### config.mk
export PLATFORM = sky130hd
export DESIGN_NAME = pipe_hazard_ctrl
export DESIGN_NICKNAME = d
export VERILOG_FILES = /design/src/rtl/pipe_hazard_ctrl.sv
export SDC_FILE = /design/constraint.sdc
export NUM_CORES = 1
export LEC_CHECK = 0
export ABC_CLOCK_PERIOD_IN_PS = 2400
export CORE_MARGIN = 3
export CORE_UTILIZATION = 42
export DETAILED_ROUTE_END_ITERATION = 8
export PLACE_DENSITY_LB_ADDON = 0.2
export SLEW_MARGIN = 10
export SYNTH_ARGS = -nofsm -noshare
export SYNTH_HDL_FRONTEND = slang
export SYNTH_SLANG_ARGS = --single-unit
### constraint.sdc
create_clock -name clk -period 2.4 [get_ports clk]
set_input_delay 0.48 -clock clk [delete_from_list [all_inputs] [get_ports clk]]
set_output_delay 0.48 -clock clk [all_outputs]
set_load 0.02 [all_outputs]
### src/rtl/pipe_hazard_ctrl.sv
// Pipeline sequencer for the 5-stage core: stage enables/flushes, load-use and
// branch hazards, memory-wait freezes, HLT drain/halt and saturating perf counters.
module pipe_hazard_ctrl #(
    parameter int CNT_W     = 16,
    parameter int DRAIN_CYC = 3
) (
    input  logic             clk,
    input  logic             rst_n,
    input  logic [3:0]       id_opcode,
    input  logic [3:0]       id_rs,
    input  logic [3:0]       id_rt,
    input  logic             id_uses_rs,
    input  logic             id_uses_rt,
    input  logic [3:0]       id_ex_opcode,
    input  logic [3:0]       id_ex_rd,
    input  logic             ex_branch_taken,
    input  logic             imem_busy,
    input  logic             dmem_busy,
    output logic             pc_we,
    output logic             if_id_we,
    output logic             if_id_flush,
    output logic             id_ex_we,
    output logic             id_ex_flush,
    output logic             ex_mem_we,
    output logic             mem_wb_we,
    output logic             mem_wb_flush,
    output logic             halted,
    output logic [CNT_W-1:0] stall_cycles,
    output logic [CNT_W-1:0] flush_count
);

    localparam logic [3:0] OP_LW  = 4'b1000;
    localparam logic [3:0] OP_HLT = 4'b1111;
    localparam int         DW     = (DRAIN_CYC > 1) ? $clog2(DRAIN_CYC) : 1;
    localparam logic [DW-1:0] DRAIN_LAST = DW'(DRAIN_CYC - 1);

    typedef enum logic [1:0] {
        ST_RESET  = 2'd0,
        ST_RUN    = 2'd1,
        ST_DRAIN  = 2'd2,
        ST_HALTED = 2'd3
    } state_t;

    state_t          state, state_nxt;
    logic [DW-1:0]   drain_cnt, drain_cnt_nxt;
    logic            stall_inc, flush_inc;
    logic            load_use;

    // Only a load still in EX can miss forwarding; r0 is never a real hazard.
    assign load_use = (id_ex_opcode == OP_LW) && (id_ex_rd != 4'd0) &&
                      ((id_uses_rs && (id_rs == id_ex_rd)) ||
                       (id_uses_rt && (id_rt == id_ex_rd)));

    always_ff @(posedge clk or negedge rst_n) begin
        if (!rst_n) begin
            state        <= ST_RESET;
            drain_cnt    <= '0;
            stall_cycles <= '0;
            flush_count  <= '0;
        end else begin
            state     <= state_nxt;
            drain_cnt <= drain_cnt_nxt;
            if (stall_inc && (stall_cycles != {CNT_W{1'b1}}))
                stall_cycles <= stall_cycles + 1'b1;
            if (flush_inc && (flush_count != {CNT_W{1'b1}}))
                flush_count <= flush_count + 1'b1;
        end
    end

    always_comb begin
        state_nxt     = state;
        drain_cnt_nxt = drain_cnt;
        pc_we         = 1'b0;
        if_id_we      = 1'b0;
        if_id_flush   = 1'b0;
        id_ex_we      = 1'b0;
        id_ex_flush   = 1'b0;
        ex_mem_we     = 1'b0;
        mem_wb_we     = 1'b0;
        mem_wb_flush  = 1'b0;
        halted        = 1'b0;
        stall_inc     = 1'b0;
        flush_inc     = 1'b0;

        case (state)
            ST_RESET: begin
                if_id_flush  = 1'b1;
                id_ex_flush  = 1'b1;
                mem_wb_flush = 1'b1;
                state_nxt    = ST_RUN;
            end

            ST_RUN: begin
                pc_we     = 1'b1;
                if_id_we  = 1'b1;
                id_ex_we  = 1'b1;
                ex_mem_we = 1'b1;
                mem_wb_we = 1'b1;
                if (dmem_busy) begin
                    // EX is frozen too, so a taken branch will be re-presented.
                    pc_we     = 1'b0;
                    if_id_we  = 1'b0;
                    id_ex_we  = 1'b0;
                    ex_mem_we = 1'b0;
                    mem_wb_we = 1'b0;
                    stall_inc = 1'b1;
                end else if (ex_branch_taken) begin
                    if_id_flush = 1'b1;
                    id_ex_flush = 1'b1;
                    flush_inc   = 1'b1;
                end else if (imem_busy || load_use) begin
                    pc_we       = 1'b0;
                    if_id_we    = 1'b0;
                    id_ex_flush = 1'b1;
                    stall_inc   = 1'b1;
                end else if (id_opcode == OP_HLT) begin
                    pc_we         = 1'b0;
                    if_id_flush   = 1'b1;
                    state_nxt     = ST_DRAIN;
                    drain_cnt_nxt = DRAIN_LAST;
                end
            end

            ST_DRAIN: begin
                if (dmem_busy) begin
                    stall_inc = 1'b1;
                end else if (ex_branch_taken) begin
                    // HLT was on the wrong path: squash it and resume.
                    pc_we       = 1'b1;
                    if_id_we    = 1'b1;
                    if_id_flush = 1'b1;
                    id_ex_we    = 1'b1;
                    id_ex_flush = 1'b1;
                    ex_mem_we   = 1'b1;
                    mem_wb_we   = 1'b1;
                    flush_inc   = 1'b1;
                    state_nxt   = ST_RUN;
                end else begin
                    if_id_we    = 1'b1;
                    if_id_flush = 1'b1;
                    id_ex_we    = 1'b1;
                    id_ex_flush = (drain_cnt != DRAIN_LAST);
                    ex_mem_we   = 1'b1;
                    mem_wb_we   = 1'b1;
                    if (drain_cnt == '0)
                        state_nxt = ST_HALTED;
                    else
                        drain_cnt_nxt = drain_cnt - 1'b1;
                end
            end

            ST_HALTED: begin
                halted = 1'b1;
            end

            default: state_nxt = ST_RESET;
        endcase
    end

endmodule

### Word level (Yosys, flattened, before mapping)

Cells that the tools add are included.

* register bits after elaboration: 36
* logic and storage cells: 84

* add/sub/neg operators: 3
* equality and inequality tests: 18
* mux-type cells: 43
* reduce and logical (&&, ||, !) cells: 16

Operators with widths (count)
* 16-bit by 1-bit adder with 16-bit output (second input constant): 2
* 16-bit != test (second input constant): 2
* 1-bit 2-to-1 mux: 26
* 2-bit 2-to-1 mux: 10
* 2-bit != test (second input constant): 8
* 4-bit == test: 2
* 4-bit == test (second input constant): 2
* 8-bit AND reduction: 1
* 7-bit AND reduction: 1
* 1-bit logical AND: 6
* 1-bit case mux with 2 select lines: 3
* 1-bit case mux with 3 select lines: 2
* 2-bit case mux with 3 select lines: 1
* 2-bit == test (second input constant): 2
* 2-bit logical NOT: 2
* 2-bit case mux with 2 select lines: 1
* 4-bit nonzero test: 1
* 3-bit != test (second input constant): 1
* 3-bit nonzero test: 1
* 2-bit by 1-bit == test with 1-bit output (second input constant): 1
* 1-bit logical OR: 2
* 2-bit nonzero test: 1
* 2-bit OR reduction: 1
* 2-bit by 1-bit subtractor with 2-bit output (second input constant): 1

### Depth between registers and ports, before layout

* word-level depth: 10
* mapped depth: 9
* mapped depth without buffers: 8

### Worst setup path after synthesis

No wires, ideal clock.

* path type: input to output
* from: in id_ex_rd[0]
* to: out if_id_we
* arrival time: 2.214 ns
* slack: -0.294 ns
* cell stages on the path: 5
* path buffers: 0
* cell sequence: or4_1 -> and4_1 -> a221oi_4 -> o21ai_0 -> a21boi_0

* word-level cells in the longest chain between the ends: 9
* elaborated cells between the ends (all ways): 13

Ends and longest elaborated chain
* start, declared: RTL line 15 `input logic [3:0] id_ex_rd,`
* 4-bit == test, on equally long branches: RTL line 51, 52
* 1-bit logical AND, on equally long branches: RTL line 51, 52
* 1-bit logical OR: RTL line 51 `((id_uses_rs && (id_rs == id_ex_rd)) ||`
* 1-bit logical AND (*): RTL line 50 `assign load_use = (id_ex_opcode == OP_LW) && (id_ex_rd != 4'd0) &&`
* 1-bit logical OR (*): RTL line 111 `end else if (imem_busy || load_use) begin`
* 1-bit 2-to-1 mux (*): RTL line 111
* 1-bit 2-to-1 mux (*): RTL line 107 `end else if (ex_branch_taken) begin`
* 1-bit 2-to-1 mux (*): RTL line 99 `if (dmem_busy) begin`
* 1-bit case mux with 2 select lines (*): RTL line 85 `case (state)`
* end, declared: RTL line 20 `output logic if_id_we,`

Every way passes the cells marked *; elsewhere a longest branch is shown, timed or not.

### Worst setup path in the final report

* from: in id_ex_rd[1]
* to: out id_ex_flush

* word-level cells in the longest chain between the ends: 9
* elaborated cells between the ends (all ways): 13

Ends and longest elaborated chain
* 4-bit == test, on equally long branches: RTL line 51, 52
* 1-bit logical AND, on equally long branches: RTL line 51, 52
* 1-bit logical OR: RTL line 51
* 1-bit logical AND (*): RTL line 50
* 1-bit logical OR (*): RTL line 111
* 1-bit 2-to-1 mux (*): RTL line 111
* 1-bit 2-to-1 mux (*): RTL line 107
* 1-bit 2-to-1 mux (*): RTL line 99
* 1-bit case mux with 3 select lines (*): RTL line 85
* end, declared: RTL line 23 `output logic id_ex_flush,`

Marks and branches as above.

==> flow_results.org <==
** Floorplanning
- Die area :: 0.00589 mm2
- Core box area :: 0.00479 mm2
- Boundary pin count :: 68
- The floorplan step set the die width to 76.7 um.
- Starting Density :: 0.439
- The floorplan has 25 rows.
- Measured along the y axis, the die boundary spans 76.7 um.

** STA
- Max-slew violation count :: 0
- Setup violations remaining at the end of the flow were counted as 4.
- PnR worst setup slack :: -0.280 ns
- RSZ-0062 raised after global routing :: true
- Tcrit/Tclk final :: 1.12
- Minimum clock period :: 2.68 ns
- Relative max-transition margin :: 0.702
- Count of final hold-check violations :: 0
- At the pin with the least slew margin, the transition time is 0.444 ns.
- Clock Skew :: 0.0108 ns
- Static timing analysis puts the maximum clock frequency at 373 MHz.

** Placement
- OpenSTA, run right after detailed placement, puts the worst setup slack at -1.01 ns.
- The congestion estimate from routability-driven global placement came to 0.786.
- After detailed placement, the design holds a cell count of 360.
- PortBufs :: 67
- Hpwl dp :: 3630 um

** Power
- Summed over all cells, the static leakage comes to 0.00141 uW.
- Summed over all nets, the switching power comes to 1060 uW.
- Relative contribution of combinational cells to total power :: 0.506
- Switching power as a share of total power :: 0.380
- The share of total power dissipated in sequential elements is 0.309.
- The share of total power dissipated in the clock network is 0.185.
- IR analysis of the VDD net gives a maximum drop of 0.595 mV.
- In this run the power density over the cells is 874 mW/mm2.
- The internal power of the cells totals 1720 uW.

** Critical path
- CP max stage cell :: or4_4
- Cell family contributing the most delay on the critical path :: simple AND/OR/NAND/NOR gates
- The worst register-to-register path ends at flush_count[15]$_DFFE_PN0P_.
- Counting both buffers and inverters, the worst setup path holds a total of 2.
- Type of element launching the critical path :: input port
- Critical Path Max Stage Delay :: 0.52 ns
- Levels on crit path :: 8
- Cell depth of the worst flop-to-flop path :: 9
- Critical-path maximum fanout :: 5
- Reg-to-reg setup timing slack :: 0.35 ns
- The critical path in this run is classified as in -> out.
- The most critical setup path has its endpoint at id_ex_flush.
- Most numerous cell on the critical path :: buf_6
- Critical path data arrival time :: 2.20 ns
- Data on the critical path is required at its endpoint by 1.92 ns.
- Cell breakdown of the critical path :: buf_6 -> or4_4 -> and4_4 -> a221oi_4 -> nand2b_1 -> a221oi_2 -> nor2_2 -> buf_6
- Worst reg2reg startpoint :: state[0]$_DFFE_PN0P_
- Nature of the critical path endpoint :: primary output
- Beginning of the critical path :: id_ex_rd[1]

** Status
- Failing checks :: negative setup slack
- The run finished, with violations left.

** Worst hold path
- The tightest min-delay check is of the reg -> reg type.

** Route
- After detailed routing, the number of remaining DRC violations is 0.
- Number of DRC violations after detailed-routing iteration 0 :: 60
- Vias post-DR :: 1818
- The first detailed-routing pass took 4 iterations.
- In the routed layout, each cell is associated on average with a via count of 4.91.
- Number of antenna-violating nets in the routed design :: 0
- WL per Instance :: 12.9 um
- Final wirelength :: 4770 um

** Layout
- Cell Count, Final, Fillers Out :: 370
- Compared with the post-synthesis result, the final layout area differs by 51.0%.
- Registers take 901 um2.
- The repair_antennas step left the layout with diodes totalling 0.
- Of the cells placed in the final design, the portion with a size suffix greater than 1 is 0.198.
- Number of nets at the end of the flow :: 338
- Number of filler cells placed in the layout :: 420
- Summing all multi-input logic gate instances after layout gives 0.00120 mm2.

** Synth
- Post-Synthesis Cell Area :: 0.00210 mm2
- After synthesis, the share of flip-flops with an asynchronous set or reset is 1.00.
- Counting distinct cell types in the post-synthesis netlist gives 39.
- Total nets after synthesis :: 244
- Number of warnings printed during yosys synthesis :: 0
- After synthesis the netlist holds a flip-flop and latch count of 36.
- Of the synthesized area, sequential elements account for 0.429.
- Per-instance average area after synthesis :: 10.1 um2
- Instance count of the mapped netlist :: 208
- Counting flops with a built-in enable in the synthesized netlist gives 0.
- Among all flip-flop cells after synthesis, the most frequent one is dfrtp_1.

** Global routing
- Number of antenna violations at the first check in global routing :: 0
- The first global-routing pass estimated 8220 um of wire.
- Entering global routing, the biggest net connects 37 pins.
- For this run, the total global-route usage over all layers was measured as 0.168.
- Number of global-route vias before repair :: 1841
- Summed over all layers, the global routing overflow is 0.

** Clock tree
- CTS H-tree depth :: 2
- TritonCTS built the clock tree.
- Counting the buffers created by CTS gives 5.
- Clk sink count :: 36
- CTS placed an instance of clkbuf_8 at the clock tree root.
- Number of buffers inserted for hold repair after clock tree synthesis :: 0
- Clock transition time at the flip-flop clock pins of the worst setup and hold paths :: 0.08 ns
- Clock latency reported for the late side of the worst-skew pair :: 0.28 ns
- Number of buffers on the longest clock path :: 2

** Run
- Max capacitance violation total :: 0
==> per-stage QoR <==
stage	utilization	hold WS, ns	total power, uW	instance area (um2)	setup TNS (ns)
detailed placement	0.632	0.480	2270	3030	-10.99
finish	0.663	0.492	2780	3170	-0.867
CTS	0.655	0.495	2780	3140	-0.949
global route	0.663	0.507	2980	3170	-1.20
global placement	0.632	0.476	2250	3030	-10.54
floorplan	-	0.184	1640	2120	-0.174
==> worst min-delay path by stage <==
stage / startpoint / slack, ns / depth (start not counted) / endpoint
floorplan: rst_n / 0.18 / 0 / drain_cnt[0]$_DFFE_PN0P_
global placement: flush_count[10]$_DFFE_PN0P_ / 0.48 / 1 / flush_count[10]$_DFFE_PN0P_
detailed placement: flush_count[12]$_DFFE_PN0P_ / 0.48 / 1 / flush_count[12]$_DFFE_PN0P_
CTS: flush_count[12]$_DFFE_PN0P_ / 0.50 / 1 / flush_count[12]$_DFFE_PN0P_
global route: flush_count[12]$_DFFE_PN0P_ / 0.51 / 1 / flush_count[12]$_DFFE_PN0P_
finish: flush_count[12]$_DFFE_PN0P_ / 0.49 / 1 / flush_count[12]$_DFFE_PN0P_
==> Yosys cell counts, types with 4 or more instances <==
library cell  instances  area [um2]
a21oi_1               4        20.0
and3_1                7        43.8
and4_1                4        35.0
dfrtp_1              36         901
ha_1                  9         113
inv_1                 6        22.5
nand2_1              15        56.3
nand3_1              17        85.1
nand4_1               8        50.1
nor2_1               11        41.3
nor3_1                6        30.0
nor4b_1               4        35.0
o21ai_0               6        30.0
xnor2_1              23         201
xor2_1               15         131
==> registers in the layout, indices dropped and copies added, names as in the netlist <==
signal and cells:
flush_count 16, stall_cycles 16, drain_cnt 2, state 2
==> per-layer routing <==
layer  global-route usage  up-vias  routed length, um
met4               0.0471        0                 14
met3               0.0352        2                134
li1                     -      924                  -
met2                0.282       33               2390
met5                    0        -                  0
met1                0.219      859               2230
==> placed cells by master, fill, tap and decap left out, drive strengths merged, types with 6 or more instances in the layout <==
cell type,instances
clkbuf,6
nand2,15
xor2,15
nor2,11
nand3,17
o21ai,6
xnor2,23
nor3,7
buf,33
clkdlybuf4s50,51
ha,9
dlygate4sd2,6
dfrtp,36
and3,7
inv,6
nand4,8
==> power by group through the flow <==
stage                     combinational [uW]  clock (uW)  sequential (uW)
after detailed placement                1410           0              866
after global placement                  1390           0              864
final                                   1400         515              858
after floorplan                          694           0              944
after global routing                    1540         556              883
after CTS                               1400         532              858
==> timing repair <==
item                       in CTS  in global routing
buffers inserted                0                  2
cloned                          0                  0
setup endpoints to repair      25                  7
pin swaps                      12                  9
gates resized for setup        45                 10
==> kinds of logic (layout without fill, tap and decap cells) <==
family	Yosys count	after routing	synth area share
simple gates	87	87	0.232
flops	36	36	0.429
compound gates	22	22	0.0821
fa+ha+maj	9	9	0.0536
mux	4	4	0.0202
xor+xnor	38	38	0.158
buf+inv	12	107	0.0256
==> cell type report <==
type	count	area share
clock buffer	6	0.0229
clock inverter	2	0.0110
inverter	6	0.00710
multi-input combinational	160	0.377
sequential	36	0.284
tap	67	0.0264
timing repair buffer	93	0.272
(Power assumes the default switching activity.)
